===== src/rtl/max_frame_reducer_pkg.sv =====
// Shared types and default sizing for the max frame reducer.
package max_pkg;

  localparam int DEF_WIDTH     = 4;
  localparam int DEF_FRAME_LEN = 8;
  localparam int DEF_IDX_W     = $clog2(DEF_FRAME_LEN);

  // IDLE: no frame open; ACCUM: at least one beat of the current frame seen.
  typedef enum logic {
    S_IDLE  = 1'b0,
    S_ACCUM = 1'b1
  } state_t;

  // One reduced frame at the default sizing.
  typedef struct packed {
    logic [DEF_WIDTH-1:0] max;
    logic [DEF_IDX_W-1:0] idx;
    logic [DEF_IDX_W:0]   count;
  } result_t;

endpackage


===== src/rtl/max_frame_reducer_cmp.sv =====
// Unsigned a > b comparator; same function as the upstream compare partition.
module max_cmp_cell #(
  parameter int WIDTH = 4
) (
  input  logic [WIDTH-1:0] a,
  input  logic [WIDTH-1:0] b,
  output logic             gt
);

  assign gt = (a > b);

endmodule


===== src/rtl/max_frame_reducer.sv =====
// Reduces each frame of a valid/ready sample stream to {max, first index, count}.
module max_frame_reducer
  import max_pkg::*;
#(
  parameter int WIDTH     = DEF_WIDTH,
  parameter int FRAME_LEN = DEF_FRAME_LEN,
  parameter int IDX_W     = $clog2(FRAME_LEN)
) (
  input  logic             clk,
  input  logic             rst_n,
  input  logic             in_valid,
  output logic             in_ready,
  input  logic [WIDTH-1:0] in_data,
  input  logic             in_last,
  output logic             out_valid,
  input  logic             out_ready,
  output logic [WIDTH-1:0] out_max,
  output logic [IDX_W-1:0] out_idx,
  output logic [IDX_W:0]   out_count
);

  // Beat count at which a frame is forced closed.
  localparam logic [IDX_W:0] LAST_CNT = (IDX_W+1)'(FRAME_LEN);

  state_t           state;
  logic [IDX_W:0]   cnt;
  logic [WIDTH-1:0] cur_max;
  logic [IDX_W-1:0] cur_idx;

  logic             accept;
  logic             gt;
  logic             close;
  logic [WIDTH-1:0] nxt_max;
  logic [IDX_W-1:0] nxt_idx;
  logic [IDX_W:0]   nxt_cnt;

  // No skid buffer: a pending result blocks input until it is taken.
  assign in_ready = ~out_valid | out_ready;
  assign accept   = in_valid & in_ready;

  max_cmp_cell #(
    .WIDTH(WIDTH)
  ) u_cmp (
    .a (in_data),
    .b (cur_max),
    .gt(gt)
  );

  // Running result including the beat currently offered; strict > keeps the earliest tie.
  always_comb begin
    nxt_max = in_data;
    nxt_idx = '0;
    nxt_cnt = (IDX_W+1)'(1);
    if (state == S_ACCUM) begin
      nxt_max = gt ? in_data : cur_max;
      nxt_idx = gt ? cnt[IDX_W-1:0] : cur_idx;
      nxt_cnt = cnt + 1'b1;
    end
  end

  assign close = accept & (in_last | (nxt_cnt == LAST_CNT));

  // Frame FSM, accumulator and registered result port.
  always_ff @(posedge clk or negedge rst_n) begin
    if (!rst_n) begin
      state     <= S_IDLE;
      cnt       <= '0;
      cur_max   <= '0;
      cur_idx   <= '0;
      out_valid <= 1'b0;
      out_max   <= '0;
      out_idx   <= '0;
      out_count <= '0;
    end else begin
      if (close) begin
        state     <= S_IDLE;
        cnt       <= '0;
        cur_max   <= nxt_max;
        cur_idx   <= nxt_idx;
        out_valid <= 1'b1;
        out_max   <= nxt_max;
        out_idx   <= nxt_idx;
        out_count <= nxt_cnt;
      end else begin
        if (accept) begin
          state   <= S_ACCUM;
          cnt     <= nxt_cnt;
          cur_max <= nxt_max;
          cur_idx <= nxt_idx;
        end
        if (out_ready) begin
          out_valid <= 1'b0;
        end
      end
    end
  end

endmodule


===== config.mk =====
export PLATFORM = sky130hd
export DESIGN_NAME = max_frame_reducer
export DESIGN_NICKNAME = d
export VERILOG_FILES = /design/src/rtl/max_frame_reducer_pkg.sv /design/src/rtl/max_frame_reducer_cmp.sv /design/src/rtl/max_frame_reducer.sv
export SDC_FILE = /design/constraint.sdc
export NUM_CORES = 1
export LEC_CHECK = 0
export ABC_AREA = 1
export CAP_MARGIN = 40
export CORE_MARGIN = 2
export CORE_UTILIZATION = 40
export CTS_CLUSTER_SIZE = 16
export DETAILED_ROUTE_END_ITERATION = 6
export GPL_TIMING_DRIVEN = 1
export PLACE_DENSITY = 0.7
export SETUP_SLACK_MARGIN = 0.5
export SYNTH_ARGS = -nofsm -noshare
export SYNTH_HDL_FRONTEND = slang
export SYNTH_SLANG_ARGS = --single-unit
export TNS_END_PERCENT = 20

===== constraint.sdc =====
create_clock -name clk -period 1.7 [get_ports clk]
set_input_delay 0.17 -clock clk [delete_from_list [all_inputs] [get_ports clk]]
set_output_delay 0.17 -clock clk [all_outputs]
set_load 0.05 [all_outputs]

==> flow_summary.yaml <==
status:
  status: "finished, final reports clean"
synth:
  netlist_area_um2: 1320
  synth_cell_type_count: 23
  sequential_element_share_of_the_synthesized_area: 0.455
  yosysTopAreaCellShare: 0.455
  postSynthRegisterBits: 24
  synth.top_cells.by_count: "nand2_1 (62), nand3_1 (28), dfrtp_1 (24)"
  synth-edff-count: 0
  netlist.top_cell.by_area: "dfrtp_1"
  avgSynthCellArea_um2: 7.94
  synthCells: 166
  synth_ff_type: "dfrtp_1"
  post_synth_main_area_contributors: "dfrtp_1 (46%), nand2_1 (18%), nand3_1 (11%)"
  yosysWarningCount: 0
  synthArstFlopShare: 1.00
  post-synth-top-count-cell: "nand2_1"
  synthesis.nets: 180
floorplanning:
  pin_count: 22
  die_w_um: 61.4
  initial_core_util: 0.425
  placementRows: 20
  die_h_um: 61.4
  fp.dieArea_um2: 3770
  core_area_um2: 3100
pwr:
  clock_power_share: 0.111
  cellLeakagePower_uw: 0.000964
  power.density_cell_area_nw_per_um2: 1260
  part_of_the_power_in_combinational_logic: 0.541
  p_switching_uw: 1120
  share_seq_of_total_power: 0.348
  internal_power_uw: 1290
  ir_worst_vdd_mv: 0.773
  power.share.switching: 0.465
cts:
  cts_inserted_buffers: 3
  cts-root-buf: "clkbuf_4"
  clk-insertion-delay-late_ns: 0.32
  cts_tree: "yes"
  clockBufferDepth: 2
  cts.clk_slew.worst_paths_ns: 0.13
  clkSinkCount: 24
  clock_tree.htree_level_count: 1
worst_setup_path:
  worst_setup_path_start_kind: "register"
  crit_required_ns: 1.92
  criticalPathCategory: "reg2reg"
  cp_data_arrival_time_ns: 1.80
  critical_path.endpoint_type: "register"
  path_max_fanout: 7
grt:
  grt.total_usage: 0.191
  grt_start_max_net_pins: 25
  antenna_found_initial: 0
  globalRouteOverflowTotal: 0
  grt_first_pass_wirelength_um: 5390
  first_global_vias: 1271
placed_design:
  place.detailed.instances: 233
  preCtsSetupSlack_ns: -0.163
  place_hpwl_um: 2270
  detailed_place.area_um2: 1620
  globalplace.congestion: 0.941
  port-buffer-count: 21
route:
  detailroute.via_count: 1256
  met2RoutedLength_um: 1940
  met1Wirelength_um: 1400
  remaining_drc_errors: 0
  detail_route.iter0.violations: 55
  dr_wl_met3_um: 181
  drt-wirelength-per-cell_um: 14.3
  antenna_violating_nets_left: 0
  total_routed_wirelength_um: 3570
  drt_pass1_iterations: 4
  number_of_vias_per_cell_after_detailed_routing: 5.04
  highest-signal-layer: "met4"
timing:
  worst_clock_skew_ns: 0.00922
  worst_pin_slew_ns: 0.486
  worst_slack_setup_final_ns: 0.123
  setup_repair_after_global_routing_missed_its_margin: "yes"
  maxSlewHeadroom: 0.678
  finalHoldViolCount: 0
  fin_crit_sh: 0.928
  timing.final.crit_period_ns: 1.58
  slew_viol_final: 0
  maxClockFrequency_mhz: 634
  final-setup-viol-count: 0
  setup_tns_ns: 0
final_layout:
  final_nets: 220
  flow.area_growth_from_synthesis_pct: 45.5
  final_area_um2: 1920
  drive_above_1_share: 0.361
  n_antenna_cell: 0
  final_core_utilization: 0.619
  layoutNonFillerInstCount: 249
worst_hold_path:
  hold_class: "in2async"
run:
  cap_violations: 0
==> per-stage QoR <==
step | power, µW | hold slack [ns]
floorplan | 1570 | -0.126
global placement | 1880 | 0.466
detailed placement | 1910 | 0.467
CTS | 2180 | 0.196
global route | 2590 | 0.211
finish | 2420 | 0.187
==> power by group through the flow <==
stage,registers (µW),clock network (µW),logic (µW)
global route,859,299,1430
CTS,821,274,1080
floorplan,1100,0,463
global placement,835,0,1050
detailed placement,840,0,1070
finish,842,267,1310
==> worst paths after layout <==
| check | from | endpoint | slack (ns) | cells after the start |
|---|---|---|---|---|
| worst min-delay path | rst_n | state$_DFFE_PN0P_ | 0.19 | 2 |
| worst max register to register | cnt[0]$_DFFE_PN0P_ | out_idx[1]$_DFFE_PN0P_ | 0.12 | 8 |
| worst max-delay path | cnt[0]$_DFFE_PN0P_ | out_idx[1]$_DFFE_PN0P_ | 0.12 | 8 |
| worst min register to register | cur_idx[0]$_DFFE_PN0P_ | cur_idx[0]$_DFFE_PN0P_ | 0.50 | 2 |
| min in group clk | cur_idx[0]$_DFFE_PN0P_ | cur_idx[0]$_DFFE_PN0P_ | 0.50 | 2 |
| max in group asynchronous | rst_n | out_valid$_DFFE_PN0P_ | 1.26 | 2 |
==> flip-flops by register name, summed over array words and instances (netlist names) <==
signal     flops
state          1
cur_max        4
cnt            4
cur_idx        3
out_idx        3
out_valid      1
out_max        4
out_count      4
==> layout make-up <==
type | instances | area (µm²)
clock buffer | 4 | 26.3
fill | 286 | 1180
inverter | 19 | 71.3
multi-input combinational | 118 | 796
sequential | 24 | 602
tap | 44 | 55.1
timing repair buffer | 40 | 369
==> critical path: stages (launching register included) <==
cell and delay (ns):
dfrtp_1 0.46, buf_6 0.14, nand2_2 0.12, nor2_4 0.09, o21a_1 0.19, nand3_4 0.16
buf_6 0.18, nand3_1 0.06, nand2_1 0.06
==> cells by family after synthesis <==
logic type,after synthesis,share of synthesized area
fa+ha+maj,5,0.0474
compound gates,10,0.0645
simple gates,102,0.349
buf+inv,25,0.0835
flops,24,0.455
==> layout by cell type, fill, tap and decap left out, drive strengths merged <==
cell	instances
nor3	1
buf	28
nor2	6
a21oi	8
dfrtp	24
dlygate4sd2	4
o21a	1
clkdlybuf4s50	8
nand3	30
inv	19
clkbuf	4
nand2	65
a21boi	1
ha	5
nand3b	1
==> layer usage <==
layer | up-vias | global-route usage
li1 | 606 | -
met1 | 605 | 0.221
met2 | 38 | 0.348
met3 | 7 | 0.0441
met4 | 0 | 0.0638
met5 | - | 0
==> timing repair <==
action                     4_1_cts  5_1_grt
gates resized for setup         35       33
pin swaps                        2       13
hold buffers                     0        0
setup buffers                    7        4
gates cloned                     0        1
setup endpoints to repair       34       31
Note: power is estimated with default switching activity, not from simulation.
